==> config.mk <==
export PLATFORM = sky130hd
export DESIGN_NAME = game_datapath
export DESIGN_NICKNAME = d
export VERILOG_FILES = /design/src/rtl/game_datapath.sv
export SDC_FILE = /design/constraint.sdc
export NUM_CORES = 1
export LEC_CHECK = 0
export BUFFER_PORTS_ARGS = -buffer_cell sky130_fd_sc_hd__buf_2
export CORE_MARGIN = 5
export CORE_UTILIZATION = 25
export DETAILED_ROUTE_END_ITERATION = 8
export PLACE_DENSITY_LB_ADDON = 0.1
export SLEW_MARGIN = 30
export SYNTH_ARGS = -nofsm -noshare
export SYNTH_HDL_FRONTEND = slang
export SYNTH_SLANG_ARGS = --single-unit
==> constraint.sdc <==
create_clock -name clk -period 2.4 [get_ports clk]
set_input_delay 0.48 -clock clk [delete_from_list [all_inputs] [get_ports clk]]
set_output_delay 0.48 -clock clk [all_outputs]
set_load 0.05 [all_outputs]
==> src/rtl/game_datapath.sv <==
// game_datapath
// Datapath and state for a one-button runner game. A game FSM (IDLE/RUN/DEAD)
// gates a player jump FSM and a scrolling obstacle. All motion advances only on
// frame ticks, and every output comes straight from a register.
//
// Ports:
//   clk        system clock
//   reset      asynchronous active-high reset
//   start      one-cycle pulse: begin or restart a game (overrides collision/tick)
//   tick       one-cycle frame enable
//   jump       debounced button level, latched while a game runs
//   endgame    one-cycle pulse on the first DEAD cycle after a collision
//   running    high while the game FSM is in RUN
//   player_y   player height above ground
//   obstacle_x obstacle left column
//   score      obstacles cleared, saturating at 255
//
// game FSM:
//   state   | meaning
//   IDLE    | after reset, waiting for start
//   RUN     | game in progress, motion on tick
//   DEAD    | collision happened, outputs frozen until start
// player FSM:
//   state   | meaning
//   GROUND  | on the ground, a latched jump launches on the next tick
//   RISING  | climbing one row per tick up to the apex
//   FALLING | descending one row per tick back to the ground
module game_datapath #(
   parameter int SCREEN_W = 160,
   parameter int PLAYER_X = 16,
   parameter int OBS_W    = 4,
   parameter int OBS_H    = 8,
   parameter int JUMP_H   = 24,
   parameter int SPEED    = 2
) (
   input  logic       clk,
   input  logic       reset,
   input  logic       start,
   input  logic       tick,
   input  logic       jump,
   output logic       endgame,
   output logic       running,
   output logic [6:0] player_y,
   output logic [7:0] obstacle_x,
   output logic [7:0] score
);

   typedef enum logic [1:0] {S_IDLE, S_RUN, S_DEAD} game_t;
   typedef enum logic [1:0] {P_GROUND, P_RISING, P_FALLING} player_t;

   localparam logic [7:0] SPAWN_X  = 8'(SCREEN_W - 1);
   localparam logic [7:0] STEP_X   = 8'(SPEED);
   localparam logic [6:0] APEX_Y   = 7'(JUMP_H);
   localparam logic [6:0] HIGH_Y   = 7'(OBS_H);
   localparam logic [8:0] PLAYER_C = 9'(PLAYER_X);
   localparam logic [8:0] OBS_SPAN = 9'(OBS_W - 1);

   game_t      state, state_n;
   player_t    pstate, pstate_n;
   logic       latch, latch_n;
   logic       endgame_n;
   logic [6:0] player_y_n;
   logic [7:0] obstacle_x_n;
   logic [7:0] score_n;
   logic       collide;
   logic [8:0] obs_right;

   // Obstacle right edge in 9 bits so the overlap test cannot wrap.
   assign obs_right = {1'b0, obstacle_x} + OBS_SPAN;
   assign collide   = (state == S_RUN) && (PLAYER_C <= obs_right) &&
                      ({1'b0, obstacle_x} <= PLAYER_C) && (player_y < HIGH_Y);

   always_ff @(posedge clk or posedge reset) begin
      if (reset) begin
         state      <= S_IDLE;
         pstate     <= P_GROUND;
         latch      <= 1'b0;
         endgame    <= 1'b0;
         running    <= 1'b0;
         player_y   <= '0;
         obstacle_x <= SPAWN_X;
         score      <= '0;
      end else begin
         state      <= state_n;
         pstate     <= pstate_n;
         latch      <= latch_n;
         endgame    <= endgame_n;
         running    <= (state_n == S_RUN);
         player_y   <= player_y_n;
         obstacle_x <= obstacle_x_n;
         score      <= score_n;
      end
   end

   always_comb begin
      state_n      = state;
      pstate_n     = pstate;
      latch_n      = latch;
      endgame_n    = 1'b0;
      player_y_n   = player_y;
      obstacle_x_n = obstacle_x;
      score_n      = score;

      if (start) begin
         // Start beats both a coincident collision and a coincident tick.
         state_n      = S_RUN;
         pstate_n     = P_GROUND;
         latch_n      = 1'b0;
         player_y_n   = '0;
         obstacle_x_n = SPAWN_X;
         score_n      = '0;
      end else if (state == S_RUN) begin
         if (collide) begin
            // Motion is frozen on the collision cycle so DEAD shows the hit.
            state_n   = S_DEAD;
            endgame_n = 1'b1;
         end else begin
            if (tick) begin
               unique case (pstate)
                  P_GROUND: begin
                     if (latch) begin
                        pstate_n   = P_RISING;
                        player_y_n = 7'd1;
                        latch_n    = 1'b0;
                     end
                  end
                  P_RISING: begin
                     player_y_n = player_y + 7'd1;
                     if (player_y + 7'd1 == APEX_Y) pstate_n = P_FALLING;
                  end
                  P_FALLING: begin
                     player_y_n = player_y - 7'd1;
                     if (player_y == 7'd1) pstate_n = P_GROUND;
                  end
                  default: pstate_n = P_GROUND;
               endcase

               if (obstacle_x < STEP_X) begin
                  obstacle_x_n = SPAWN_X;
                  score_n      = (score == 8'hFF) ? score : score + 8'd1;
               end else begin
                  obstacle_x_n = obstacle_x - STEP_X;
               end
            end
            // A press on a consuming tick re-arms the latch for the next jump.
            if (jump) latch_n = 1'b1;
         end
      end
   end

endmodule

# Word-level counts from Yosys, hierarchy flattened
# Cells that the tools add are included.
[classes]
n_addsub = 5
multipliers = 0
n_div = 0
order_cmp = 4
n_eq_ne = 12
shifts = 0
muxes = 37
bitwise_logic = 0
n_reduce_logical = 15
[ops]
columns = ["operator", "count"]
rows = [
  ["8-bit two-way mux", 11],
  ["7-bit two-way mux", 5],
  ["7-bit one-hot mux with 3 select lines", 1],
  ["2-bit two-way mux", 10],
  ["5-bit AND reduction", 2],
  ["8-bit by 2-bit adder with 9-bit output (second input constant)", 1],
  ["5-bit by 9-bit <= comparator with 1-bit output (first input constant)", 1],
  ["1-bit two-way mux", 9],
  ["3-bit != test (second input constant)", 3],
  ["8-bit by 1-bit adder with 8-bit output (second input constant)", 1],
  ["8-bit equality test (second input constant)", 1],
  ["8-bit by 5-bit <= comparator with 1-bit output (second input constant)", 1],
  ["8-bit by 2-bit less-than comparator with 1-bit output (second input constant)", 1],
  ["8-bit by 2-bit subtractor with 8-bit output (second input constant)", 1],
  ["7-bit by 1-bit adder with 7-bit output (second input constant)", 1],
  ["7-bit by 1-bit equality test with 1-bit output (second input constant)", 1],
  ["7-bit by 5-bit equality test with 1-bit output (second input constant)", 1],
  ["7-bit by 4-bit less-than comparator with 1-bit output (second input constant)", 1],
  ["7-bit by 1-bit subtractor with 7-bit output (second input constant)", 1],
  ["2-bit by 1-bit equality test with 1-bit output (second input constant)", 3],
  ["2-bit one-hot mux with 3 select lines", 1],
  ["6-bit AND reduction", 1],
  ["2-bit nonzero test", 3],
  ["3-bit nonzero test", 2],
  ["other kinds (7)", 10],
]
[totals]
regBits = 30
latch_bits = 0
ramBits = 0
romBits = 0
in_bits = 5
output_inout_bits = 25
wordCells = 81
memories = 0

# Logic depth before layout (Yosys ltp)
# Gate-level depths: netlist (run 1).
[logic_depth]
word_depth = 9
depth_mapped = 9
depth_no_buf = 8

# Worst setup path after synthesis (run 1)
# Ideal clock, no wire load.
[synth_timing]
path_type = "register to register"
from = "register obstacle_x[1]"
to = "register player_y[5]"
setup_ns = 0.131
arrival_ns = 2.464
required_time_ns = 2.269
slack_ns = -0.195
path_stages_with_launch = 9
path_buffers = 0
synth_period_minus_slack_ns = 2.595
cell_sequence = "dfstp_2 > inv_1 > ha_1 > and3b_1 > a41o_2 > a21oi_1 > nand3_2 > a32oi_1 > o31ai_1"
[synth_between]
elab_chain_cells = 7
elab_cells_between_ends = 8
cone_classes = "add/sub: 1; order compare: 2; eq/ne: 1; reduce/logical: 4"
[synth_lines]
columns = ["element", "line", "text"]
rows = [
  ["from (decl)", "44", "output logic [7:0] obstacle_x,"],
  ["from (signal assigned)", "90", "obstacle_x <= obstacle_x_n;"],
  ["8-bit by 2-bit adder with 9-bit output", "69", "assign obs_right = {1'b0, obstacle_x} + OBS_SPAN;"],
  ["5-bit by 9-bit <= comparator with 1-bit output", "70", "assign collide = (state == S_RUN) && (PLAYER_C <= obs_right) &&"],
  ["1-bit logical AND", "70", ""],
  ["1-bit logical AND *", "70", ""],
  ["1-bit logical AND *", "71", "({1'b0, obstacle_x} <= PLAYER_C) && (player_y < HIGH_Y);"],
  ["2-bit != test (no line) *", "-", ""],
  ["5-bit AND reduction (no line) *", "-", ""],
  ["to (signal assigned)", "89", "player_y <= player_y_n;"],
  ["to (decl)", "43", "output logic [6:0] player_y,"],
]
# Every way passes the cells marked *; elsewhere a longest branch is shown, timed or not.
# A chain may end at the register's enable or synchronous reset.

# Final worst setup path (run 1)
[layout_timing]
from = "register obstacle_x[0]"
to = "register obstacle_x[3]"
[layout_between]
elab_chain_cells = 7
elab_cells_between_ends = 15
cone_classes = "add/sub: 2; order compare: 3; eq/ne: 1; mux: 5; reduce/logical: 4"
[layout_lines]
columns = ["element", "line"]
rows = [
  ["8-bit by 2-bit adder with 9-bit output", "69"],
  ["5-bit by 9-bit <= comparator with 1-bit output", "70"],
  ["1-bit logical AND (2 in a row)", "70"],
  ["1-bit logical AND", "71"],
  ["2-bit != test (no line)", "-"],
  ["3-bit AND reduction (no line)", "-"],
]
# Several ways; a longest one is shown, not always the timed one. The select of a mux whose other input is x is not followed.

==> key figures, run 1 <==
Run status
  – Status: completed

Layout
  – Final net count: 354
  – Share of layout cells above drive strength 1: 33.33%
  – ANT cells: 0
  – Synth-to-layout area growth: 33.24%
  – Fin util: 33.97%

CTS
  – H-tree depth: 2
  – Skew-Pair Late Insertion Delay: approximately 280 ps
  – Reg clk slew, reported paths: around 70 ps
  – CTS Hold Buffers Added: 0
  – Clk root buf: clkbuf_8
  – Clk sinks: 30
  – CTS max path bufs: 2
  – CTS tree: done
  – CTS buffer count: 5

Worst setup path
  – Worst r2r path cells: 9
  – Crit. End Element: register
  – Crit Path Max Fanout: 8
  – Crit path kind: register to register
  – Req. time, crit path: around 2600 ps
  – Setup crit start kind: register
  – WP data arrival: 2620 ps

Placed design
  – IO buf count: 29
  – Final Wtd Congestion: 0.7839
  – Hpwl dp: 5458 microns

Synthesis
  – #FFs+latches synth: 30
  – Mapped Cells: 278
  – Synth warnings: 0
  – Ys async rst share: 100.0%
  – Average cell area after synthesis: roughly 8.4 sq um
  – Register area share after synthesis: 32.34%
  – Mapped Area: between 0.002 and 0.0025 sq mm
  – Ys flop type: dfrtp_1
  – Distinct cells, synth: 62
  – Post-synth EDFFs: 0
  – Syn_nets: around 300

Timing
  – Final setup violation count: 0
  – Hold slack: 278.7 ps
  – Slew headroom: 53.57%
  – Final count of hold timing violations: 0
  – Fmax achieved: 0.4187 GHz
  – Fin crit period: 2388 ps
  – Fin crit share: 99.51%
  – RSZ-0062 raised after global routing: true
  – Clock skew: 5.288 ps
  – Slew @ Worst Pin: 693.2 ps
  – Final Max Tran Viols: 0

Die
  – Initial Util: 25.50%
  – Row count: 35
  – Core area: 0.009196 sq mm
  – Total die area: 0.01142 sq mm
  – I/O Pins: 30
  – Die Span Y: 106.8 microns
  – Die width: ~110 microns

Routing
  – Residual DRC: 0
  – DR iter-0 viols: 84
  – Vias/cell: 5.204
  – Routed via count: 2326
  – DRT antenna net count: 0
  – Total Wirelength: 7623 microns
  – Drt wl/cell: about 17 microns
  – DRT Pass-1 Iters: 7

Global routing
  – Vias in the first global route: 2299
  – Initial antenna violation count: 0
  – Pin count of the biggest net entering global routing: 31
  – Global-route wire length before repair: 11920 microns
  – Gr usage total: 12.99%
  – Grt ovf: 0

Power
  – Power Density: 535.1 mW/mm^2
  – Peak VDD IR: 0.0002245 V
  – Static Leak: 1.341 nW

Worst hold path
  – Hold Path Class: primary input to asynchronous set/reset pin

Job
  – Max_cap viols: 0
==> critical path, cell delays in order (launching register included) <==
cell       delay [ps]
dfstp_4           620
buf_4             160
ha_4              150
nand3b_1          160
o32ai_2           130
a2111oi_4         340
buf_6             200
nand2_8            80
o311ai_2          280
o311a_1           200
==> cells in the final DEF, fill, tap and decap left out, types with 5 or more instances in the layout <==
cell,instances
clkbuf_8,6
buf_2,29
inv_1,11
nor3_1,9
a41oi_1,5
a21oi_1,15
nor2_1,28
buf_6,5
nand3_1,10
o21ai_0,18
dfrtp_1,24
nand2_1,32
buf_4,31
ha_1,9
==> layer usage <==
metal	vias up	global-route usage [%]	wire, microns
li1	1156	-	-
met2	35	20.55	3525
met5	-	0	0
met4	0	2.831	73
met3	6	2.529	227
met1	1129	18.36	3797
==> cell families (layout without fill, tap and decap cells) <==
kind of cell | after synthesis | in the layout | share of synthesized area [%]
DFF | 30 | 30 | 32.34
muxes | 3 | 3 | 1.334
buffers and inverters | 29 | 86 | 5.763
AOI/OAI and AO/OA | 86 | 86 | 27.43
xor gates and xnor gates | 3 | 3 | 1.121
adders and majority gates | 14 | 14 | 7.471
and+or+nand+nor | 113 | 114 | 24.55
==> final cells by class <==
cell class	count	area, sq um
clock buffer	6	82.58
clock inverter	2	60.06
fill	995	6072
inverter	13	53.80
multi-input combinational	220	1589
sequential	30	765.7
tap	111	138.9
timing repair buffer	65	434.2
==> registers in the layout (all words and copies together), names as in the netlist <==
name / flops
running: 1
player_y: 7
obstacle_x: 8
latch: 1
pstate: 2
endgame: 1
state: 2
score: 8
==> what timing repair did <==
action | 4_1_cts | 5_1_grt
buffers inserted | 0 | 4
pin swaps | 1 | 10
setup endpoints to repair | 2 | 15
cloned | 0 | 1
gates resized for setup | 1 | 25
==> metrics by stage <==
step           worst slack, ps  cell area (sq um)  std cells  power [mW]  TNS, ps
3_3_place_gp            -8.404               2805        434      0.9902   -8.404
3_5_place_dp            -40.93               2805        434      0.9844   -43.19
5_1_grt                 -54.68               3124        447       1.757   -257.7
4_1_cts                 -26.36               2953        442       1.662   -34.52
2_1_floorplan            18.95               2367        278      0.8544        0
6_report                 11.87               3124        447       1.672        0
==> cells in the mapped netlist (2+ instances only) <==
library cell / n / area, sq um
xnor2_1: 2 / 17.52
nor4_1: 5 / 31.28
a21oi_1: 17 / 85.08
a21o_1: 4 / 30.03
nand3b_1: 4 / 30.03
nand4_1: 2 / 12.51
o31ai_1: 5 / 37.54
clkbuf_1: 11 / 41.29
a41oi_1: 5 / 43.79
mux2i_1: 2 / 20.02
o22ai_1: 2 / 12.51
and4_1: 2 / 17.52
a32o_1: 3 / 30.03
o41ai_1: 3 / 26.28
ha_1: 14 / 175.2
or3_1: 3 / 18.77
nor3_1: 9 / 45.04
nor2b_1: 3 / 18.77
nor2_1: 29 / 108.9
nand2_1: 32 / 120.1
inv_1: 13 / 48.80
a41o_1: 3 / 30.03
or2_2: 2 / 12.51
dfrtp_1: 24 / 600.6
a32oi_1: 4 / 35.03
o31a_2: 2 / 20.02
and3_1: 2 / 12.51
dfstp_2: 6 / 157.7
a31oi_1: 4 / 25.02
nand3_1: 10 / 50.05
buf_4: 2 / 15.01
and3b_1: 2 / 17.52
o21ai_0: 18 / 90.09
==> path summary, 6_finish.rpt <==
path	from	slack [ps]	endpoint
setup reg to reg	obstacle_x[0]	10	obstacle_x[3]
hold / removal	reset	280	running
hold reg to reg	state[1]	540	state[1]
min in group clk	jump	500	latch
setup / recovery	obstacle_x[0]	10	obstacle_x[3]
max in group asynchronous	reset	1780	obstacle_x[2]
==> power by group <==
part / internal (mW) / total, mW / switching, mW
clock network: 0.443 / 0.658 / 0.215
logic: 0.147 / 0.424 / 0.277
registers: 0.538 / 0.590 / 0.0523
No activity file was read; power rests on OpenSTA's default activity.
==> inputs of run 2 (changes only) <==
- CELL_PAD_IN_SITES_DETAIL_PLACEMENT: default -> 0
- CELL_PAD_IN_SITES_GLOBAL_PLACEMENT: default -> 1
==> key figures, run 2 (synthesis results as in run 1) <==
Layout
  – Share of layout cells above drive strength 1: 32.84%
  – Non-Filler Instances: 446
  – Multi-input logic area: 0.001588 sq mm
  – Commonest cells after routing, fill and taps aside: buf_4, nand2_1, buf_2
  – Fin util: 33.46%
  – Synth-to-layout area growth: 31.22%
  – ANT cells: 0
  – Sequential cell area: 765.7 sq um
  – Post-route cell area: slightly above 0.003 sq mm
  – Filler cell count: ~1k
  – Most common cell after layout, fill and taps aside: buf_4
  – Biggest regs: obstacle_x: 8 flops, score: 8 flops, player_y: 7 flops
  – Final net count: roughly 350

Worst setup path
  – Critical Path End: player_y[1]
  – R2R setup slack: 60 ps
  – Worst r2r path cells: 9
  – Worst r2r dst: player_y[1]
  – WP data arrival: around 2500 ps
  – Setup crit start kind: register
  – Crit path kind: register to register
  – Crit. End Element: register
  – RR Startpoint: obstacle_x[1]
  – Critical Path Source: obstacle_x[1]
  – Crit Path Max Fanout: 9
  – Req. time, crit path: 2580 ps

Die
  – Die Span Y: 106.8 microns
  – Core area: between 0.009 and 0.01 sq mm
  – Row count: 35
  – Initial Util: 25.50%
  – Die width: 106.8 microns
  – I/O Pins: 30
  – Total die area: ~0.011 sq mm

Power
  – Switch share: 34.86%
  – Peak VDD IR: about 0.00022 V
  – Total power: 1.523 mW
  – Clock power share: ~33%
  – Comb power frac: 27.9%
  – Sequential power share: 39.0%
  – Static Leak: between 1 and 1.5 nW
  – Cell Int Power: 0.9920 mW
  – Psw: 0.5309 mW
  – Power Density: 495.0 mW/mm^2

Global routing
  – Gr usage total: 13.99%
  – Pin count of the biggest net entering global routing: 31
  – Global-route wire length before repair: approximately 13000 microns
  – Grt ovf: 0
  – Initial antenna violation count: 0
  – Vias in the first global route: 2339

Job
  – Max_cap viols: 0

Timing
  – Slew @ Worst Pin: about 650 ps
  – Fin crit share: 97.31%
  – Slack of the critical path: 64.61 ps
  – Final Max Tran Viols: 0
  – Fin crit period: 2335 ps
  – Slew headroom: 56.56%
  – RSZ-0062 raised after global routing: true
  – Final count of hold timing violations: 0
  – Clock skew: 5.509 ps
  – Fmax achieved: 0.4282 GHz
  – Final setup violation count: 0

CTS
  – CTS Hold Buffers Added: 0
  – CTS tree: done
  – Clk root buf: clkbuf_8
  – Reg clk slew, reported paths: 70 ps
  – Skew-Pair Late Insertion Delay: 280 ps
  – CTS buffer count: 5
  – H-tree depth: 2
  – CTS max path bufs: 2
  – Clk sinks: 30

Placed design
  – Placed Area: 0.002783 sq mm
  – IO buf count: 29
  – Hpwl dp: 5702 microns
  – Final Wtd Congestion: 0.8387
  – Placed cell count: between 400 and 500
  – Pre-CTS WS: -34.96 ps

Routing
  – Total Wirelength: 7859 microns
  – Drt wl/cell: 17.62 microns
  – DRT Pass-1 Iters: 4
  – Vias/cell: 5.249
  – DRT antenna net count: 0
  – Residual DRC: 0
  – DR iter-0 viols: slightly above 60
  – Routed via count: 2341

Worst hold path
  – Hold Path Class: primary input to asynchronous set/reset pin

Run status
  – Status: completed
-- run 2: changes by cell type in the layout (fill, tap and decap cells not counted), moves of 2 or more --
| cell | change |
|---|---|
| buf_6 | -4 |
| clkinv_2 | +2 |
| ha_2 | -2 |
| buf_4 | +2 |
-- run 2: layout make-up --
| cell class | instances | area share (%) |
|---|---|---|
| Inverter | 13 | 1.830 |
| Clock buffer | 5 | 2.237 |
| Sequential cell | 30 | 24.89 |
| Timing Repair Buffer | 64 | 13.62 |
| Multi-Input combinational cell | 220 | 51.61 |
| Clock inverter | 3 | 1.301 |
| Tap cell | 111 | 4.514 |
-- run 2: stage by stage --
stage          hold slack (ps)  setup TNS (ps)
2_1_floorplan            470.5               0
3_3_place_gp             525.2          -87.81
3_5_place_dp             531.4          -34.96
4_1_cts                  279.8               0
5_1_grt                  307.4          -218.3
6_report                 273.3               0
-- run 2: what timing repair did --
action | CTS | global route
gates cloned | 0 | 1
pin swaps | 0 | 9
buffers inserted | 0 | 6
resized for setup | 1 | 23
setup endpoints to repair | 1 | 15
endpoints found under the hold margin | 0 | 0
-- run 2: critical path, cell delays in order (launching register included) --
cell and delay [ps]:
dfstp_4 650, inv_8 50, ha_4 260, nand3b_1 130, buf_4 180, o31ai_4 290, a21oi_4 140, nand2_4 150
nor2_4 60, o41ai_2 330
-- run 2: power by group through the flow --
stage | logic [mW] | registers, mW | clock network, mW
after CTS | 0.391 | 0.591 | 0.526
after global placement | 0.394 | 0.600 | 0
after floorplan | 0.191 | 0.663 | 0
after detailed placement | 0.388 | 0.600 | 0
final | 0.424 | 0.594 | 0.505
after global routing | 0.462 | 0.602 | 0.551
-- run 2: worst min path at each step --
stage / start / endpoint / slack (ps) / cells after the start
finish: reset / running / 270 / 3
global route: reset / score[0] / 310 / 3
CTS: reset / running / 280 / 3
detailed placement: state[1] / state[1] / 530 / 1
global placement: state[1] / state[1] / 530 / 1
floorplan: state[1] / state[1] / 470 / 1
-- run 2: layer usage --
metal / vias up / global-route usage [%] / wire, microns
met1: 1153 / 20.42 / 3849
met5: - / 0 / 0
met4: 0 / 2.831 / 25
met2: 36 / 21.72 / 3672
met3: 2 / 2.348 / 312
li1: 1150 / - / -
==> inputs of run 3 (changes only) <==
--- a/config.mk
+++ b/config.mk
@@ -12,5 +12,5 @@
 export CORE_UTILIZATION = 25
 export DETAILED_ROUTE_END_ITERATION = 8
-export PLACE_DENSITY_LB_ADDON = 0.1
+export PLACE_DENSITY_LB_ADDON = 0.3
 export SLEW_MARGIN = 30
 export SYNTH_ARGS = -nofsm -noshare
==> constraint.sdc (replaced) <==
create_clock -name clk -period 2 [get_ports clk]
set_input_delay 0.4 -clock clk [delete_from_list [all_inputs] [get_ports clk]]
set_output_delay 0.4 -clock clk [all_outputs]
set_load 0.01 [all_outputs]
==> key figures, run 3 (synthesis results as in run 1) <==
Run status
  – Status: complete, but fails checks
  – Violations in the final reports: setup timing

CTS
  – Clk sinks: 30
  – Reg clk slew, reported paths: 70 ps
  – CTS Hold Buffers Added: 0
  – H-tree depth: 2
  – CTS tree: done
  – Clk root buf: clkbuf_8
  – Skew-Pair Late Insertion Delay: 290 ps
  – CTS max path bufs: 2
  – CTS buffer count: 5

Global routing
  – Grt ovf: 0
  – Global-route wire length before repair: between 10000 and 15000 microns
  – Initial antenna violation count: 0
  – Gr usage total: 14.06%
  – Pin count of the biggest net entering global routing: 31
  – Vias in the first global route: 2462

Timing
  – RSZ-0062 raised after global routing: true
  – Slack of the critical path: -215.2 ps
  – Final setup violation count: 16
  – Hold slack: 177.8 ps
  – Final Max Tran Viols: 0
  – Clock skew: 7.680 ps
  – Slew @ Worst Pin: 464.0 ps
  – Fmax achieved: 0.4514 GHz
  – Fin crit share: 110.8%
  – Fin crit period: 2215 ps
  – Final count of hold timing violations: 0
  – Slew headroom: 68.78%

Routing
  – Vias/cell: 5.140
  – Drt wl/cell: 16.25 microns
  – Total Wirelength: between 7000 and 8000 microns
  – Routed via count: 2462
  – DRT Pass-1 Iters: 4
  – DRT antenna net count: 0
  – DR iter-0 viols: 105
  – Residual DRC: 0

Power
  – Comb power frac: 30.0%
  – Total power: ~1.7 mW
  – Power Density: 511.2 mW/mm^2
  – Static Leak: 1.490 nW
  – Psw: 0.5695 mW
  – Peak VDD IR: about 0.00019 V
  – Switch share: between 30% and 40%
  – Clock power share: 30.5%
  – Sequential power share: 39.5%
  – Cell Int Power: 1.148 mW

Layout
  – Most common cell after layout, fill and taps aside: buf_4
  – Sequential cell area: 758.2 sq um
  – Commonest cells after routing, fill and taps aside: buf_4, nand2_1, buf_2
  – Filler cell count: 975
  – Share of layout cells above drive strength 1: about two fifths
  – Biggest regs: obstacle_x: 8 flops, score: 8 flops, player_y: 7 flops
  – Synth-to-layout area growth: 43.33%
  – Multi-input logic area: 0.001639 sq mm
  – ANT cells: 0
  – Fin util: 36.54%
  – Final net count: 386

Die
  – Total die area: around 0.011 sq mm
  – I/O Pins: 30
  – Die width: ~110 microns
  – Row count: 35
  – Core area: 0.009196 sq mm
  – Die Span Y: 106.8 microns
  – Initial Util: 25.50%

Worst setup path
  – Setup crit start kind: register
  – Crit. End Element: register
  – Req. time, crit path: 2180 ps
  – Crit path kind: register to register
  – CP Cell Sequence: inv_4 > ha_4 > nand3b_1 > o32ai_2 > a2111oi_4 > buf_6 > buf_4 > nand4_1 > o41ai_1 > a41o_1
  – Crit path largest cell delay: 570 ps
  – Crit Path Max Fanout: 5
  – Delay-heaviest family, CP: compound AO/OA/AOI/OAI gates
  – CP max-delay cell: dfstp_2
  – WP data arrival: around 2400 ps
  – CP Buf/Inv Count: 3

Job
  – Max_cap viols: 0

Placed design
  – Hpwl dp: 5742 microns
  – Pre-CTS WS: -285.1 ps
  – IO buf count: 29
  – Final Wtd Congestion: 0.8509

Worst hold path
  – Hold Path Class: primary input to asynchronous set/reset pin
-- run 3: area by class of cell --
cell class,instances,area share [%]
multi-input cells,220,48.77
flip-flops and latches,30,22.56
repair buffers,97,20.18
well taps,111,4.133
clock buffers,6,2.457
inverters,13,1.526
clock inverters,2,0.3723
-- run 3: power by group through the flow --
| stage | Clock, mW | Combinational (mW) | Sequential [mW] |
|---|---|---|---|
| 6_report | 0.524 | 0.516 | 0.678 |
| 5_1_grt | 0.575 | 0.572 | 0.684 |
| 4_1_cts | 0.539 | 0.512 | 0.678 |
| 3_5_place_dp | 0 | 0.487 | 0.687 |
| 3_3_place_gp | 0 | 0.485 | 0.687 |
| 2_1_floorplan | 0 | 0.245 | 0.711 |
-- run 3: worst paths after layout --
| kind | start | end | slack [ps] | cells after the start |
|---|---|---|---|---|
| min reg2reg | state[1] | state[1] | 530 | 1 |
| min | reset | player_y[4] | 180 | 3 |
| max in group asynchronous | reset | obstacle_x[7] | 1480 | 3 |
| max reg2reg | obstacle_x[1] | pstate[0] | -220 | 10 |
| min in group clk | jump | latch | 380 | 2 |
| max | obstacle_x[1] | pstate[0] | -220 | 10 |
-- run 3: stage by stage --
step                      cell area, sq um  TNS [ps]  std cells
after floorplan                       2434     -1059        278
final                                 3361     -2408        479
after CTS                             3332     -2554        478
after global routing                  3361     -3727        479
after global placement                3112     -2408        466
after detailed placement              3112     -3082        466
-- run 3: per-layer routing --
layer | wire length [microns] | global-route usage (%) | vias up
met5 | 0 | 0 | -
met4 | 154 | 4.749 | 0
met3 | 209 | 2.589 | 13
met2 | 3670 | 22.75 | 37
met1 | 3748 | 18.82 | 1200
li1 | - | - | 1212
-- run 3: worst reg2reg max path: cells and delay by family, from the launching register on --
family,cells,cell delay (ps)
flip-flops,1,570
adder cells (fa/ha/maj),1,270
AO/OA/AOI/OAI,4,690
buffers and inverters,3,360
AND/OR/NAND/NOR,2,210
-- run 3: repair_timing --
| item | CTS | global route |
|---|---|---|
| pin swaps | 17 | 5 |
| gates resized for setup | 18 | 5 |
| cloned | 1 | 0 |
| setup buffers | 3 | 1 |
| setup endpoints to repair | 17 | 23 |
| endpoints found under the hold margin | 0 | 0 |
